**src/rtl/power_pkg.sv**
```systemverilog
// rtl/power_pkg.sv - shared state type, default sizes and round-robin search for power_arbiter
package power_pkg;

  localparam int DEF_NUM_CH   = 4;
  localparam int DEF_IN_WIDTH = 16;
  localparam int MAX_CH       = 32;

  typedef enum logic [1:0] {IDLE, MUL_RE, MUL_IM, HOLD} state_t;

  // First set bit of req at or above ptr, wrapping at n; returns ptr when req is empty.
  function automatic logic [4:0] rr_first(input logic [MAX_CH-1:0] req,
                                          input logic [4:0]        ptr,
                                          input logic [5:0]        n);
    logic [5:0] idx;
    logic       found;
    rr_first = ptr;
    found    = 1'b0;
    for (int i = 0; i < MAX_CH; i++) begin
      idx = {1'b0, ptr} + 6'(i);
      if (idx >= n) idx = idx - n;
      if ((6'(i) < n) && !found && req[idx[4:0]]) begin
        rr_first = idx[4:0];
        found    = 1'b1;
      end
    end
  endfunction

endpackage

```
**src/rtl/power_mac.sv**
```systemverilog
// rtl/power_mac.sv - shared squaring multiplier, adder and accumulator for power_arbiter
module power_mac
  import power_pkg::*;
#(
  parameter int IN_WIDTH = DEF_IN_WIDTH
) (
  input  logic                        clk,
  input  logic                        rst,
  input  logic                        i_load,
  input  logic                        i_accum,
  input  logic signed [IN_WIDTH-1:0]  i_a,
  output logic [2*IN_WIDTH-1:0]       o_sum
);

  logic signed [2*IN_WIDTH-1:0] w_a_ext;
  logic signed [2*IN_WIDTH-1:0] w_sq;
  logic [2*IN_WIDTH-1:0]        r_acc;

  // Sign-extend first so the truncated product is exact; a*a is never negative.
  assign w_a_ext = {{IN_WIDTH{i_a[IN_WIDTH-1]}}, i_a};
  assign w_sq    = w_a_ext * w_a_ext;
  assign o_sum   = r_acc + $unsigned(w_sq);

  always_ff @(posedge clk) begin
    if (rst) begin
      r_acc <= '0;
    end else if (i_load) begin
      r_acc <= $unsigned(w_sq);
    end else if (i_accum) begin
      r_acc <= o_sum;
    end
  end

endmodule

```
**src/rtl/power_arbiter.sv**
```systemverilog
// rtl/power_arbiter.sv - round-robin scheduler sharing one power engine across NUM_CH requesters
module power_arbiter
  import power_pkg::*;
#(
  parameter  int NUM_CH   = DEF_NUM_CH,
  parameter  int IN_WIDTH = DEF_IN_WIDTH,
  localparam int CH_W     = $clog2(NUM_CH)
) (
  input  logic                         clk,
  input  logic                         rst,
  input  logic [NUM_CH-1:0]            in_valid,
  output logic [NUM_CH-1:0]            in_ready,
  input  logic [NUM_CH*IN_WIDTH-1:0]   in_real,
  input  logic [NUM_CH*IN_WIDTH-1:0]   in_imag,
  output logic                         out_valid,
  input  logic                         out_ready,
  output logic [2*IN_WIDTH-1:0]        out_power,
  output logic [CH_W-1:0]              out_ch
);

  state_t                      r_state;
  state_t                      w_next;
  logic [CH_W-1:0]             r_rr_ptr;
  logic [CH_W-1:0]             r_ch;
  logic [CH_W-1:0]             r_out_ch;
  logic [CH_W-1:0]             w_grant;
  logic [4:0]                  w_pick;
  logic signed [IN_WIDTH-1:0]  r_re;
  logic signed [IN_WIDTH-1:0]  r_im;
  logic signed [IN_WIDTH-1:0]  w_mac_a;
  logic [2*IN_WIDTH-1:0]       r_out_power;
  logic [2*IN_WIDTH-1:0]       w_sum;
  logic                        r_out_valid;
  logic                        w_any;
  logic                        w_take;

  assign w_any   = |in_valid;
  assign w_pick  = rr_first(MAX_CH'(in_valid), 5'(r_rr_ptr), 6'(NUM_CH));
  assign w_grant = w_pick[CH_W-1:0];

  always_ff @(posedge clk) begin
    if (rst) begin
      r_state <= IDLE;
    end else begin
      r_state <= w_next;
    end
  end

  always_comb begin
    w_next   = r_state;
    in_ready = '0;
    w_take   = 1'b0;
    case (r_state)
      IDLE: begin
        if (w_any) begin
          in_ready[w_grant] = 1'b1;
          w_take            = 1'b1;
          w_next            = MUL_RE;
        end
      end
      MUL_RE:  w_next = MUL_IM;
      MUL_IM:  w_next = HOLD;
      HOLD: begin
        if (out_ready) w_next = IDLE;
      end
      default: w_next = IDLE;
    endcase
  end

  // Real part is squared first, then the imaginary square is added to it.
  assign w_mac_a = (r_state == MUL_RE) ? r_re : r_im;

  power_mac #(
    .IN_WIDTH (IN_WIDTH)
  ) u_mac (
    .clk     (clk),
    .rst     (rst),
    .i_load  (r_state == MUL_RE),
    .i_accum (r_state == MUL_IM),
    .i_a     (w_mac_a),
    .o_sum   (w_sum)
  );

  always_ff @(posedge clk) begin
    if (rst) begin
      r_rr_ptr    <= '0;
      r_ch        <= '0;
      r_re        <= '0;
      r_im        <= '0;
      r_out_power <= '0;
      r_out_ch    <= '0;
      r_out_valid <= 1'b0;
    end else begin
      if (w_take) begin
        r_re     <= in_real[w_grant*IN_WIDTH +: IN_WIDTH];
        r_im     <= in_imag[w_grant*IN_WIDTH +: IN_WIDTH];
        r_ch     <= w_grant;
        r_rr_ptr <= (w_grant == CH_W'(NUM_CH-1)) ? '0 : w_grant + CH_W'(1);
      end
      if (r_state == MUL_IM) begin
        r_out_power <= w_sum;
        r_out_ch    <= r_ch;
        r_out_valid <= 1'b1;
      end
      if ((r_state == HOLD) && out_ready) begin
        r_out_valid <= 1'b0;
        r_out_power <= '0;
      end
    end
  end

  assign out_valid = r_out_valid;
  assign out_power = r_out_power;
  assign out_ch    = r_out_ch;

endmodule

```
**config.mk**
```make
export PLATFORM = sky130hd
export DESIGN_NAME = power_arbiter
export DESIGN_NICKNAME = d
export VERILOG_FILES = /design/src/rtl/power_pkg.sv /design/src/rtl/power_mac.sv /design/src/rtl/power_arbiter.sv
export SDC_FILE = /design/constraint.sdc
export NUM_CORES = 1
export LEC_CHECK = 0
export CORE_MARGIN = 5
export CORE_UTILIZATION = 65
export DETAILED_ROUTE_END_ITERATION = 8
export DONT_BUFFER_PORTS = 1
export GPL_ROUTABILITY_DRIVEN = 0
export PLACE_DENSITY = 0.81
export SLEW_MARGIN = 20
export SYNTH_ARGS = -nofsm -noshare
export SYNTH_HDL_FRONTEND = slang
export SYNTH_SLANG_ARGS = --single-unit
```
**constraint.sdc**
```tcl
create_clock -name clk -period 11.9 [get_ports clk]
set_input_delay 1.785 -clock clk [delete_from_list [all_inputs] [get_ports clk]]
set_output_delay 1.785 -clock clk [all_outputs]
set_load 0.02 [all_outputs]
```
# Word-level counts from Yosys, hierarchy flattened
# Index checks and enable logic that the tools add are counted.
# word_totals
inputBits,135
word_cells,82
output_inout_bits,39
register_bits,105
# op_classes
mul,1
addsub,9
n_eq_ne,6
reduce_logical,13
n_lt_le_gt_ge,10
mux,32
n_shift,2
# ops
operator,count
indexed part select 64 x 7 -> 16 bit,2
2-to-1 mux 32 bit,2
adder 32 bit,1
multiplier 16 x 16 -> 32 bit,1
"less-than comparator 5 x 6 -> 1 bit, second input constant",4
binary-select mux 1 bit (select 5 bit),4
2-to-1 mux 5 bit,4
2-to-1 mux 16 bit,1
2-to-1 mux 2 bit,7
"subtractor 3 x 3 -> 4 bit, second input constant",3
2-to-1 mux 1 bit,10
"greater-or-equal comparator 3 bit, second input constant",3
2-to-1 mux 4 bit,2
case mux 2 bit (4 select lines),1
"adder 2 x 2 -> 3 bit, second input constant",2
"equality test 2 bit, second input constant",3
logical AND 1 bit,5
"inequality test 2 bit, second input constant",2
OR reduction 4 bit,1
"subtractor 2 x 3 -> 4 bit, second input constant",1
"adder 2 x 1 -> 3 bit, second input constant",1
"greater-or-equal comparator 2 x 3 -> 1 bit, second input constant",1
zero test 1 bit,3
"less-than comparator 2 x 3 -> 1 bit, second input constant",1
8 further kinds,8

# Longest topological paths before layout
# logic_depth
word_depth,20
ltp_mapped,39
mapped_depth_nobuf,38

# Modules after synthesis
# From an unflattened synthesis, not the netlist that was laid out.
# unflattened
cells_unflattened,1750
hier_area_um2,15752.6
# modules_own_cells
module,seq_area_each_um2,cells_per_inst,n_inst,area_per_inst_um2
power_mac,640.6,1358,1,11887.7
power_arbiter,1461.4,392,1,3865.0

# Worst setup path after synthesis
# No wires, ideal clock.
# synth_path
path_kind,register to register
from,reg r_state[1]
to,reg u_mac.r_acc[31]
required_time_ns,11.808
setup_time_ns,0.092
synth_period_minus_slack_ns,8.782
t_arrival_ns,8.690
path_buffers,4
setup_slack_ns,3.118
stages_incl_launch_ff,37
path_cell_list,dfxtp_1 -> inv_1 -> ha_1 -> clkbuf_1 -> clkbuf_1 -> mux2_2 -> inv_2 -> nor2_1 -> fa_1 -> inv_1 -> fa_1 -> fa_1 -> fa_1 -> inv_1 -> fa_1 -> fa_1 -> ha_1 -> clkbuf_1 -> nand2_1 -> o211ai_1 -> a41oi_1 -> nor2_1 -> o21ai_0 -> a21oi_1 -> a21oi_1 -> ha_1 -> buf_2 -> o21a_1 -> o21ai_0 -> a221oi_1 -> nor2_1 -> o31ai_2 -> nand2_1 -> o31a_1 -> mux2_4 -> and3_4 -> nor4_1
# synth_via
elab_chain_cells,6
elab_cells_between_ends,8
cone_classes,add/sub (1); mul (1); eq/ne (2); mux (3); reduce/logical (1)
# synth_lines
element,line_no,source
from (decl),power_arbiter.sv:21,state_t r_state;
from (signal assigned),power_arbiter.sv:45,r_state <= w_next;
equality test 2 x 1 -> 1 bit,"power_arbiter.sv:71, power_arbiter.sv:78",
2-to-1 mux 16 bit,power_arbiter.sv:71,assign w_mac_a = (r_state == MUL_RE) ? r_re : r_im;
multiplier 16 x 16 -> 32 bit,power_mac.sv:21,assign w_sq = w_a_ext * w_a_ext;
adder 32 bit,power_mac.sv:22,assign o_sum = r_acc + $unsigned(w_sq);
2-to-1 mux 32 bit,power_mac.sv:29,end else if (i_accum) begin
2-to-1 mux 32 bit,power_mac.sv:27,end else if (i_load) begin
to (signal assigned),power_mac.sv:28,r_acc <= $unsigned(w_sq);
to (signal assigned),power_mac.sv:30,r_acc <= o_sum;
to (decl),power_mac.sv:17,logic [2*IN_WIDTH-1:0] r_acc;
# Parallel ways exist; a longest one is shown, timed or not. The select of a mux whose other input is x is not followed.
# A chain may end at the register's enable or synchronous reset.

# Worst setup path after layout
# Ends and elaborated chain as after synthesis.

==> flow_metrics.tcl <==
set metrics [dict create \
    outcome "completed" \
    fmax_mhz 98.3 \
    worst_pin_slew_ps 1090 \
    hpwlAfterDp_um 32100 \
    ys_async_sr_fraction_pct 0 \
    rsz0062_at_grt "no" \
    fin_nets 2190 \
    synth_nets 2232 \
    worstSetupPathType "register to register" \
    seqCellArea_um2 2100 \
    synth-edff-count 0 \
    overflow 0 \
    fin_crit_ps 10180 \
    yosysSeqAreaShare_pct 13.6 \
    cts_buffers 9 \
    cts_resized 0 \
    synth-main-ff-cell "dfxtp_1" \
    grt_antenna_before_repair 7 \
    synthTopCellsByArea "fa_1 (31%), dfxtp_1 (14%), ha_1 (11%), inv_1 (8.3%), mux4_2 (4.7%)" \
    post-cts-setup-buffers 0 \
    grt_use_total_pct 29.4 \
    routed_via_density 5.87 \
    cpMostUsedCell "inv_1" \
    routed-via-count 11900 \
    clk_latency_ps 360 \
    finalWirelength_um 38100 \
    wl_per_cell_um 18.9 \
    yosysTopAreaCell "fa_1" \
    worstPathArrival_ps 10440 \
    cts_tree "done" \
    cpPeakStageDelay_ps 650 \
    hp-class "register to register" \
    drtIter0Drc 775 \
    clock-sinks 105 \
    synth_warnings 0 \
    drcViolationCount 0 \
    critPathLaunchType "register" \
    drive_gt1_share_pct 5.20 \
    drt_first_pass_iters 6 \
    row_count 56 \
    syn_inst 1731 \
    syn_area_um2 15500 \
    nFillCells 1796 \
    final_cell_mix "inv_1 (343), fa_1 (236), nand2_1 (186), nor2_1 (156), ha_1 (127)" \
    areaGrowthSynthToFinish_pct 3.69 \
    cts.clk_slew.worst_paths_ps 70 \
    cts.hold.buffers_added 0 \
    final_common_cell "inv_1" \
    min_period_over_period_pct 85.5 \
    initial_core_util_pct 66.0 \
    multi_input_area_um2 11800 \
    maxCapViolCount 0 \
    slowest_stage "mux2i_1" \
    yosysTopAreaCellShare_pct 30.5 \
    die_h_um 164 \
    grt_max_degree 76 \
    pin_count 174 \
    grt_pass1_vias 12700 \
    skew_ps 10.1 \
    setup_viol 0 \
    synth_seq_cells 105 \
    slew_viol_final 0 \
    relSlewSlack_pct 27.3 \
    grt_pass1_wl_um 62600 \
    cp.required_ps 12160 \
    h-tree-depth 3 \
    setup_tns_ps 0 \
    cts-root-buf "clkbuf_16" \
    cts_buffer_depth 2 \
    ys_types 63 \
    port_buffers 0 \
    core-area_um2 23500 \
    hold_viol 0 \
    antenna_left 0 \
    die-area_um2 27000 \
    critical_path.endpoint_type "register" \
    die_width_um 164 \
    crit_fanout 34 \
    avgSynthCellArea_um2 8.95 \
]
## worst paths after layout
check	from	endpoint	slack [ps]	cells after the start
worst max-delay path	r_state[1]$_SDFFE_PP0P_	u_mac.r_acc[31]$_SDFFE_PP0P_	1720	36
worst min-delay path	r_re[6]$_SDFFE_PP0P_	r_re[6]$_SDFFE_PP0P_	450	2
worst max register to register	r_state[1]$_SDFFE_PP0P_	u_mac.r_acc[31]$_SDFFE_PP0P_	1720	36
worst min register to register	r_re[6]$_SDFFE_PP0P_	r_re[6]$_SDFFE_PP0P_	450	2
## cells by family (layout without fill, tap and decap cells)
logic type / Yosys count / in the layout / synth area share, %
XOR/XNOR: 69 / 69 / 3.95
buffers and inverters: 412 / 374 / 10.1
AND/OR/NAND/NOR: 419 / 419 / 11.3
AO/OA/AOI/OAI: 261 / 261 / 10.9
adder cells (fa/ha/maj): 366 / 366 / 41.0
multiplexers: 99 / 99 / 9.11
flip-flops: 105 / 105 / 13.6
other: 0 / 7 / 0
## stage by stage
stage | hold slack (ps) | area, µm² | setup slack (ps) | utilization, % | std cells
after global placement | 436 | 15700 | 2400 | 67.0 | 1996
after global routing | 468 | 16100 | 1210 | 68.4 | 2019
after detailed placement | 441 | 15700 | 1920 | 67.0 | 1996
after CTS | 451 | 16000 | 1910 | 68.2 | 2011
final | 452 | 16100 | 1720 | 68.4 | 2019
after floorplan | 433 | 15500 | 3120 | - | 1731
## worst max-delay path, delay by kind of cell, from the launching register on
family	cells	cell delay, ps
buffers and inverters	8	1240
adder cells (fa/ha/maj)	9	4160
AND/OR/NAND/NOR	6	960
flip-flops	1	330
AO/OA/AOI/OAI	11	2390
multiplexers	2	970
## synthesized netlist by cell type, drive strengths merged, types with 29 or more instances
library cell	count
ha	130
a21oi	103
fa	236
nor2	156
mux4	32
dfxtp	105
inv	345
mux2i	54
nand2	186
clkbuf	49
o21ai	37
a21o	29
xnor2	53
## flip-flops by register name, indices dropped and copies added (netlist names)
name and count:
out_power 32, r_rr_ptr 2, out_valid 1, r_state 2
u_mac.r_acc 32, out_ch 2, r_re 16, r_ch 2
r_im 16
## area by class of cell
class	instances	share of cell area, %
diodes	7	0.109
multi-input cells	1214	73.8
inverters	347	8.13
well taps	319	2.49
repair buffers	12	0.686
clock inverters	4	0.226
clock buffers	11	1.51
flip-flops and latches	105	13.1
## layer usage
metal	GRT usage, %	part of all wire (%)	vias up
met1	35.5	38	5821
met3	5.77	7.5	97
met5	0	0	-
li1	-	-	5448
met2	51.1	50	487
met4	13.1	4.8	0
Power is not shown: default switching activity piles up to over one toggle a cycle in this logic, so the estimate is an artifact.
